**src/rtl/div_fixed_seq_if.sv**
```systemverilog
// Handshake bundle for div_fixed_seq: operand offer side and result side.
interface div_fixed_seq_if #(
  parameter int unsigned WIDTH = 32
);
  logic             in_valid;
  logic             in_ready;
  logic             signed_i;
  logic [WIDTH-1:0] a_i;
  logic [WIDTH-1:0] b_i;
  logic             out_valid;
  logic             out_ready;
  logic [WIDTH-1:0] q_o;
  logic             ovf_o;
  logic             dbz_o;

  // Producer of operands / consumer of results.
  modport master (
    output in_valid, signed_i, a_i, b_i, out_ready,
    input  in_ready, out_valid, q_o, ovf_o, dbz_o
  );

  // The divider itself.
  modport slave (
    input  in_valid, signed_i, a_i, b_i, out_ready,
    output in_ready, out_valid, q_o, ovf_o, dbz_o
  );
endinterface

```
**src/rtl/div_fixed_seq.sv**
```systemverilog
// Iterative restoring divider: q = (a << FRAC) / b, one quotient bit per clock.
// Signed or unsigned per operation, with divide-by-zero and overflow saturation.
module div_fixed_seq #(
  parameter int unsigned WIDTH = 32,
  parameter int unsigned FRAC  = 16
) (
  input  logic              clk,
  input  logic              rst,
  div_fixed_seq_if.slave    bus_io
);

  localparam int unsigned Iter = WIDTH + FRAC;
  localparam int unsigned CntW = $clog2(Iter + 1);
  localparam int unsigned ExtW = Iter + 1;

  localparam logic [WIDTH-1:0] MaxPos = {1'b0, {(WIDTH-1){1'b1}}};
  localparam logic [WIDTH-1:0] MinNeg = {1'b1, {(WIDTH-1){1'b0}}};
  localparam logic [WIDTH-1:0] AllOne = {WIDTH{1'b1}};

  // Saturation thresholds on the zero-extended quotient magnitude.
  localparam logic [ExtW-1:0] LimU   = ExtW'(1) << WIDTH;
  localparam logic [ExtW-1:0] LimNeg = ExtW'(1) << (WIDTH - 1);
  localparam logic [ExtW-1:0] LimPos = LimNeg - ExtW'(1);

  typedef enum logic [1:0] {StIdle, StCalc, StDone} state_e;

  state_e           state_q;
  logic [CntW-1:0]  cnt_q;
  logic             smode_q;
  logic             neg_q;
  logic [Iter-1:0]  dvd_q;   // remaining (|a| << FRAC) bits, MSB first
  logic [WIDTH-1:0] bm_q;
  logic [WIDTH:0]   rem_q;
  logic [Iter-1:0]  quo_q;
  logic [WIDTH-1:0] q_q;
  logic             ovf_q;
  logic             dbz_q;
  logic             in_ready_q;
  logic             out_valid_q;

  logic             a_neg;
  logic             b_neg;
  logic [WIDTH-1:0] am_in;
  logic [WIDTH-1:0] bm_in;
  logic [WIDTH-1:0] dbz_val;

  logic [WIDTH:0]   rem_sh;
  logic             fits;
  logic [WIDTH:0]   rem_nx;
  logic [Iter-1:0]  quo_nx;
  logic [ExtW-1:0]  qm_ext;
  logic [WIDTH-1:0] q_lo;
  logic [WIDTH-1:0] fin_q;
  logic             fin_ovf;

  // Operand magnitudes and divide-by-zero result, taken straight off the bus.
  always_comb begin
    a_neg = bus_io.signed_i & bus_io.a_i[WIDTH-1];
    b_neg = bus_io.signed_i & bus_io.b_i[WIDTH-1];
    // Negating the most negative value yields 2^(WIDTH-1), which is the
    // correct magnitude when read as unsigned.
    am_in = a_neg ? -bus_io.a_i : bus_io.a_i;
    bm_in = b_neg ? -bus_io.b_i : bus_io.b_i;
    if (!bus_io.signed_i) begin
      dbz_val = AllOne;
    end else if (bus_io.a_i[WIDTH-1]) begin
      dbz_val = MinNeg;
    end else begin
      dbz_val = MaxPos;
    end
  end

  // One restoring step plus the saturation of the would-be final quotient.
  always_comb begin
    rem_sh  = {rem_q[WIDTH-1:0], dvd_q[Iter-1]};
    fits    = (rem_sh >= {1'b0, bm_q});
    rem_nx  = fits ? (rem_sh - {1'b0, bm_q}) : rem_sh;
    quo_nx  = {quo_q[Iter-2:0], fits};
    qm_ext  = {1'b0, quo_nx};
    q_lo    = quo_nx[WIDTH-1:0];
    fin_q   = q_lo;
    fin_ovf = 1'b0;
    if (!smode_q) begin
      if (qm_ext >= LimU) begin
        fin_q   = AllOne;
        fin_ovf = 1'b1;
      end
    end else if (!neg_q) begin
      if (qm_ext > LimPos) begin
        fin_q   = MaxPos;
        fin_ovf = 1'b1;
      end
    end else begin
      if (qm_ext > LimNeg) begin
        fin_q   = MinNeg;
        fin_ovf = 1'b1;
      end else begin
        // A zero magnitude negates to zero, so no negative zero appears.
        fin_q = -q_lo;
      end
    end
  end

  // Control FSM with the iteration datapath and registered outputs.
  always_ff @(posedge clk) begin
    if (rst) begin
      state_q     <= StIdle;
      cnt_q       <= '0;
      smode_q     <= 1'b0;
      neg_q       <= 1'b0;
      dvd_q       <= '0;
      bm_q        <= '0;
      rem_q       <= '0;
      quo_q       <= '0;
      q_q         <= '0;
      ovf_q       <= 1'b0;
      dbz_q       <= 1'b0;
      in_ready_q  <= 1'b1;
      out_valid_q <= 1'b0;
    end else begin
      case (state_q)
        StIdle: begin
          if (bus_io.in_valid) begin
            smode_q    <= bus_io.signed_i;
            neg_q      <= a_neg ^ b_neg;
            bm_q       <= bm_in;
            dvd_q      <= Iter'(am_in) << FRAC;
            rem_q      <= '0;
            quo_q      <= '0;
            cnt_q      <= CntW'(Iter);
            in_ready_q <= 1'b0;
            if (bus_io.b_i == '0) begin
              state_q     <= StDone;
              out_valid_q <= 1'b1;
              q_q         <= dbz_val;
              ovf_q       <= 1'b0;
              dbz_q       <= 1'b1;
            end else begin
              state_q <= StCalc;
            end
          end
        end
        StCalc: begin
          rem_q <= rem_nx;
          quo_q <= quo_nx;
          dvd_q <= dvd_q << 1;
          cnt_q <= cnt_q - CntW'(1);
          if (cnt_q == CntW'(1)) begin
            state_q     <= StDone;
            out_valid_q <= 1'b1;
            q_q         <= fin_q;
            ovf_q       <= fin_ovf;
            dbz_q       <= 1'b0;
          end
        end
        StDone: begin
          // Result registers keep their value after consumption.
          if (bus_io.out_ready) begin
            state_q     <= StIdle;
            out_valid_q <= 1'b0;
            in_ready_q  <= 1'b1;
          end
        end
        default: begin
          state_q     <= StIdle;
          out_valid_q <= 1'b0;
          in_ready_q  <= 1'b1;
        end
      endcase
    end
  end

  assign bus_io.in_ready  = in_ready_q;
  assign bus_io.out_valid = out_valid_q;
  assign bus_io.q_o       = q_q;
  assign bus_io.ovf_o     = ovf_q;
  assign bus_io.dbz_o     = dbz_q;

endmodule

```
**src/flat_wrapper.sv**
```systemverilog
// flat-port wrapper written by rule: the top's interface ports become plain ports
module div_fixed_seq_flat 
#(
  parameter int unsigned WIDTH = 32,
  parameter int unsigned FRAC  = 16
)
  (clk, rst, bus_io_in_valid, bus_io_signed_i, bus_io_a_i, bus_io_b_i, bus_io_out_ready, bus_io_in_ready, bus_io_out_valid, bus_io_q_o, bus_io_ovf_o, bus_io_dbz_o);
  div_fixed_seq_if #(.WIDTH(WIDTH)) bus_io_i ();
  input  logic clk;
  input  logic rst;
  input wire logic [$bits(bus_io_i.in_valid)-1:0] bus_io_in_valid;
  input wire logic [$bits(bus_io_i.signed_i)-1:0] bus_io_signed_i;
  input wire logic [$bits(bus_io_i.a_i)-1:0] bus_io_a_i;
  input wire logic [$bits(bus_io_i.b_i)-1:0] bus_io_b_i;
  input wire logic [$bits(bus_io_i.out_ready)-1:0] bus_io_out_ready;
  output wire logic [$bits(bus_io_i.in_ready)-1:0] bus_io_in_ready;
  output wire logic [$bits(bus_io_i.out_valid)-1:0] bus_io_out_valid;
  output wire logic [$bits(bus_io_i.q_o)-1:0] bus_io_q_o;
  output wire logic [$bits(bus_io_i.ovf_o)-1:0] bus_io_ovf_o;
  output wire logic [$bits(bus_io_i.dbz_o)-1:0] bus_io_dbz_o;
  assign bus_io_i.in_valid = bus_io_in_valid;
  assign bus_io_i.signed_i = bus_io_signed_i;
  assign bus_io_i.a_i = bus_io_a_i;
  assign bus_io_i.b_i = bus_io_b_i;
  assign bus_io_i.out_ready = bus_io_out_ready;
  assign bus_io_in_ready = bus_io_i.in_ready;
  assign bus_io_out_valid = bus_io_i.out_valid;
  assign bus_io_q_o = bus_io_i.q_o;
  assign bus_io_ovf_o = bus_io_i.ovf_o;
  assign bus_io_dbz_o = bus_io_i.dbz_o;
  div_fixed_seq #(.WIDTH(WIDTH), .FRAC(FRAC)) u_core (.clk(clk), .rst(rst), .bus_io(bus_io_i));
endmodule
```
**config.mk**
```make
export PLATFORM = sky130hd
export DESIGN_NAME = div_fixed_seq_flat
export DESIGN_NICKNAME = d
export VERILOG_FILES = /design/src/rtl/div_fixed_seq_if.sv /design/src/rtl/div_fixed_seq.sv /design/src/flat_wrapper.sv
export SDC_FILE = /design/constraint.sdc
export NUM_CORES = 1
export LEC_CHECK = 0
export BUFFER_PORTS_ARGS = -buffer_cell sky130_fd_sc_hd__clkbuf_2
export CAP_MARGIN = 10
export CORE_MARGIN = 1.5
export CORE_UTILIZATION = 55
export CTS_BUF_LIST = sky130_fd_sc_hd__clkbuf_8
export CTS_CLUSTER_SIZE = 12
export DETAILED_ROUTE_END_ITERATION = 12
export PLACE_DENSITY = 0.75
export SLEW_MARGIN = 20
export SYNTH_ARGS = -nofsm -noshare
export SYNTH_HDL_FRONTEND = slang
export SYNTH_SLANG_ARGS = --single-unit
```
**constraint.sdc**
```tcl
create_clock -name clk -period 10.18 [get_ports clk]
set_input_delay 1.527 -clock clk [delete_from_list [all_inputs] [get_ports clk]]
set_output_delay 1.527 -clock clk [all_outputs]
set_load 0.02 [all_outputs]
```
## After elaboration in Yosys (flattened, before gate mapping)

Index checks and enable logic that the tools add are counted.

- Register bits: 205
- Input bits: 69
- Output and inout bits: 36
- Logic and storage cells: 88

- Add/sub/neg operators: 5
- Magnitude comparators: 4
- Equality and inequality tests: 7
- Muxes and demuxes: 46
- Bitwise operators: 4
- Reductions and logical operators: 9

Operators by type and width:

| kind | number |
|---|---|
| 2-to-1 mux 32 bit | 14 |
| one-hot mux 32 bit (2 select lines) | 2 |
| negation 32 bit | 3 |
| one-hot mux 48 bit (2 select lines) | 1 |
| one-hot mux 47 bit (2 select lines) | 1 |
| greater-or-equal comparator 48 x 33 -> 1 bit (second input constant) | 1 |
| greater-than comparator 48 x 31 -> 1 bit (second input constant) | 1 |
| greater-than comparator 48 x 32 -> 1 bit (second input constant) | 1 |
| 2-to-1 mux 48 bit | 1 |
| 2-to-1 mux 47 bit | 1 |
| greater-or-equal comparator 33 x 32 -> 1 bit | 1 |
| logical NOT 32 bit | 1 |
| subtractor 32 bit | 1 |
| 2-to-1 mux 1 bit | 15 |
| one-hot mux 6 bit (2 select lines) | 1 |
| 2-to-1 mux 2 bit | 4 |
| AND reduction 4 bit | 2 |
| == test 6 x 1 -> 1 bit (second input constant) | 1 |
| 2-to-1 mux 6 bit | 1 |
| one-hot mux 1 bit (3 select lines) | 2 |
| one-hot mux 2 bit (3 select lines) | 1 |
| AND reduction 3 bit | 2 |
| subtractor 6 x 1 -> 6 bit (second input constant) | 1 |
| inequality test 2 x 1 -> 1 bit (second input constant) | 2 |
| other kinds (10) | 14 |

## Longest topological paths before layout

- Depth after elaboration: 7
- Mapped depth: 22
- Depth with buffers taken out: 18

## Worst setup path before layout

No wires, ideal clock.

- Path kind: reg-to-reg
- Start: reg u_core.bm_q[14]
- End: reg u_core.q_q[17], in the netlist u_core.bus_io.q_o[17]
- Setup time: 133 ps
- Arrival time: 3759 ps
- Data required time: 10047 ps
- Path slack: 6288 ps
- Cell stages (with the launch flop): 22
- Path buffers: 4
- Period minus slack after synthesis: 3892 ps
- Cell sequence: dfxtp_1 > inv_1 > ha_1 > buf_2 > nand4_1 > nor4_2 > nor4b_2 > a31o_2 > a22oi_4 > inv_2 > buf_2 > buf_2 > ha_1 > nand2b_1 > nor4_2 > nand4_1 > a21oi_2 > nand2_1 > clkbuf_1 > nor2_1 > a221oi_1 > nor3_1

- Longest elaborated chain between the ends: 7
- Elaborated cells between the ends (all ways): 12
- Those cells by class: add/sub (1); order compare (4); mux (7)

RTL lines:

| item | line | RTL |
|---|---|---|
| start: declaration | div_fixed_seq.sv:32 | `logic [WIDTH-1:0] bm_q;` |
| start signal: assignment | div_fixed_seq.sv:126 | `bm_q <= bm_in;` |
| greater-or-equal comparator 33 x 32 -> 1 bit (*) | div_fixed_seq.sv:76 | `fits = (rem_sh >= {1'b0, bm_q});` |
| greater-than comparator 48 x 31 -> 1 bit (tied with other cells) | div_fixed_seq.sv:89 | `if (qm_ext > LimPos) begin` |
| 2-to-1 mux 32 bit, on equally long branches | div_fixed_seq.sv:89, div_fixed_seq.sv:94 |  |
| 2-to-1 mux 32 bit | div_fixed_seq.sv:88 | `end else if (!neg_q) begin` |
| 2-to-1 mux 32 bit (*) | div_fixed_seq.sv:83 | `if (!smode_q) begin` |
| 2-to-1 mux 32 bit (*) | div_fixed_seq.sv:148 | `if (cnt_q == CntW'(1)) begin` |
| one-hot mux 32 bit (2 select lines) (*) | div_fixed_seq.sv:121 | `case (state_q)` |
| end signal: assignment | div_fixed_seq.sv:135 | `q_q <= dbz_val;` |
| end signal: assignment | div_fixed_seq.sv:151 | `q_q <= fin_q;` |
| end: declaration | div_fixed_seq.sv:35 | `logic [WIDTH-1:0] q_q;` |

Mark *: on every way between the ends. The rest lies on a longest branch, timed or not. The select of a mux whose other input is x is not followed.
A chain may end at the register's enable or synchronous reset.

## Final worst setup path

- Start: reg u_core.bm_q[28]
- End: reg u_core.q_q[29], in the netlist u_core.bus_io.q_o[29]

Same word-level chain as after synthesis.

==> results.toml <==
[logic_synthesis]
synth_simple_gate_area_share_pct = 20.7
synth_ff_type = "dfxtp_1"
synth_xor_area_share_pct = 6.87
syn_nets = 1578
muxShareOfSynthArea_pct = 0.523
yosysSeqAreaShare_pct = 33.0
synth_seq_cells = 189
ys_types = 87
syn_inst = 1471
syn_area_mm2 = 0.0115
ys_warn_count = 0
synth-async-reset-ratio_pct = 0
synth_top_family_by_area = "compound AO/OA/AOI/OAI gates"
synth_compound_area_share_pct = 28.9
synth_edf_count = 0
synthAdderAreaFrac_pct = 4.21
syn_area_per_cell_um2 = 7.80

[finish]
diodes = 0
nNetsFinal = 1600
drive_gt1_share_pct = 12.2
final.fill_count = 1861
layout_commonest_cell = "nor2_1"
area_delta_synth_final_pct = 7.88
final_util_pct = 60.8
layout_common_cells = "nor2_1, dfxtp_1, o21ai_0, nand2_1, clkbuf_2"

[placed_design]
hpwl_um = 21600
port-buffer-count = 104
gp_congestion = 0.952

[timing]
fin_tns_setup_ns = 0
fin_crit_ns = 5.45
tightestPinTransition_ns = 1.09
hold_violations = 0
max_freq_ghz = 0.183
skew_ns = 0.0220
setup_viol = 0
rsz0062_at_grt = "no"
timing.final.crit_share_pct = 53.5
slew_viol_final = 0
slew_headroom_pct = 27.1

[min_path]
hold_end = "u_core.bm_q[31]$_SDFFE_PP0P_"
hold_path.class = "register to register"
hold_start = "u_core.bm_q[31]$_SDFFE_PP0P_"
min_path_cells = 2

[route]
vias = 11108
detail-route-antenna-nets = 0
drtPass1Iterations = 6
drtIter0Drc = 1279
wl_um = 31300
drcViolationCount = 0
wl_per_cell_um = 17.6
viasPerCell = 6.26

[power_and_ir_drop]
power_leakage_nw = 4.91
ir_drop_mv = 0.0928
power_mw = 1.84
power_density_mw_per_mm2 = 149

[grt]
grt_pass1_vias = 10061
grt_max_degree = 104
grt.overflow.total = 0
grt_pass1_wl_um = 51100
grt_use_total_pct = 28.7
antenna_found_initial = 0

[die]
die_x_um = 147
die_h_um = 147
die_area_mm2 = 0.0218
rows = 52
core_area_mm2 = 0.0204
initial_utilization_pct = 56.4
io_pins = 105

[clock_network]
path_clk_slew_ns = 0.11
htreeDepth = 4
hold_buffers = 0
cts_resized = 0
cts_buffer_depth = 2
cts_root_buf = "clkbuf_8"
post_cts_buffers = 0
cts_made_buffers = 17
clkLatencyLatePin_ns = 0.49
cts_tree = "done"
cts.sinks = 189

[setup_path]
r2r-end = "u_core.bus_io.q_o[29]$_SDFFE_PP0P_"
crit_start = "u_core.bm_q[28]$_SDFFE_PP0P_"
start_kind = "register"
cp.arrival_ns = 5.83
crit_path_end_kind = "register"
crit_type = "register to register"
required_ns = 10.56
r2r_cells = 17
r2r-start = "u_core.bm_q[28]$_SDFFE_PP0P_"
critPathMaxFanout = 50
regToRegSetupSlack_ns = 4.73

[run_status]
status = "finished clean"

[run]
drv_cap = 0
cells by family after synthesis:
logic type	count (synthesis)
AO/OA/AOI/OAI	486
XOR/XNOR	90
adder cells (fa/ha/maj)	38
buffers and inverters	166
flip-flops	189
multiplexers	6
AND/OR/NAND/NOR	496
flip-flops by register name, summed over array words and instances (netlist names):
register	cells
u_core.smode_q	1
u_core.dvd_q	32
u_core.bm_q	32
u_core.state_q	2
u_core.bus_io.q_o	32
u_core.cnt_q	6
u_core.rem_q	32
u_core.bus_io.dbz_o	1
u_core.neg_q	1
u_core.bus_io.in_ready	1
u_core.bus_io.ovf_o	1
u_core.quo_q	47
u_core.bus_io.out_valid	1
worst max path at each step:
| stage | depth (start not counted) | endpoint |
|---|---|---|
| floorplan | 21 | u_core.bus_io.q_o[17]$_SDFFE_PP0P_ |
| global placement | 17 | u_core.bus_io.q_o[29]$_SDFFE_PP0P_ |
| detailed placement | 17 | u_core.bus_io.q_o[29]$_SDFFE_PP0P_ |
| CTS | 17 | u_core.bus_io.q_o[29]$_SDFFE_PP0P_ |
| global route | 17 | u_core.bus_io.q_o[29]$_SDFFE_PP0P_ |
| finish | 17 | u_core.bus_io.q_o[29]$_SDFFE_PP0P_ |
layout make-up:
cell class	count	area [µm²]	share of cell area, %
clock buffers	17	234	1.89
clock inverters	14	193	1.56
inverters	58	218	1.76
well taps	270	338	2.73
repair buffers	111	576	4.65
multi-input cells	1116	7040	56.9
flip-flops and latches	189	3780	30.5
metal layers:
layer / track usage [%] / part of all wire, %
met5: 0 / 0
met4: 9.75 / 2.1
met3: 5.62 / 7.4
met1: 41.4 / 48
met2: 42.5 / 43
synth_stat cells, types with 19 or more instances:
| cell | count | area [µm²] |
|---|---|---|
| ha_1 | 37 | 463 |
| dfxtp_1 | 189 | 3780 |
| xnor2_1 | 39 | 342 |
| inv_1 | 56 | 210 |
| buf_2 | 21 | 105 |
| nor2_1 | 217 | 815 |
| xor2_1 | 51 | 447 |
| nor3_1 | 39 | 195 |
| nand3_1 | 19 | 95.1 |
| a211oi_1 | 45 | 338 |
| clkbuf_1 | 77 | 289 |
| nand2_1 | 104 | 390 |
| a22oi_1 | 63 | 473 |
| a21oi_1 | 89 | 445 |
| a222oi_1 | 30 | 300 |
| o21ai_0 | 121 | 606 |
through the flow:
step | cells | cell area (µm²) | setup slack (ns) | hold slack, ns
finish | 1775 | 12400 | 4.73 | 0.465
global route | 1775 | 12400 | 4.30 | 0.480
CTS | 1775 | 12400 | 4.79 | 0.468
detailed placement | 1744 | 12000 | 4.90 | 0.452
global placement | 1744 | 12000 | 5.05 | 0.441
floorplan | 1471 | 11500 | 6.29 | 0.432
report_power, final:
part	total, mW	internal, mW	switching (mW)
registers	0.820	0.787	0.0327
clock network	0.538	0.231	0.306
logic	0.484	0.168	0.316
worst max-delay path: stages, from the launching register on:
cell	delay (ns)
dfxtp_1	0.34
inv_1	0.04
ha_1	0.33
a21oi_1	0.19
o21ai_1	0.09
a221o_1	0.33
and4bb_1	0.33
a22oi_4	0.19
inv_2	0.65
ha_1	0.32
nand2b_1	0.17
nor4_2	0.27
nand4_1	0.20
a21oi_2	0.53
nand2_1	0.61
a211oi_1	0.36
a211oi_1	0.09
a2111oi_2	0.29
Note: power is estimated with default switching activity, not from simulation.
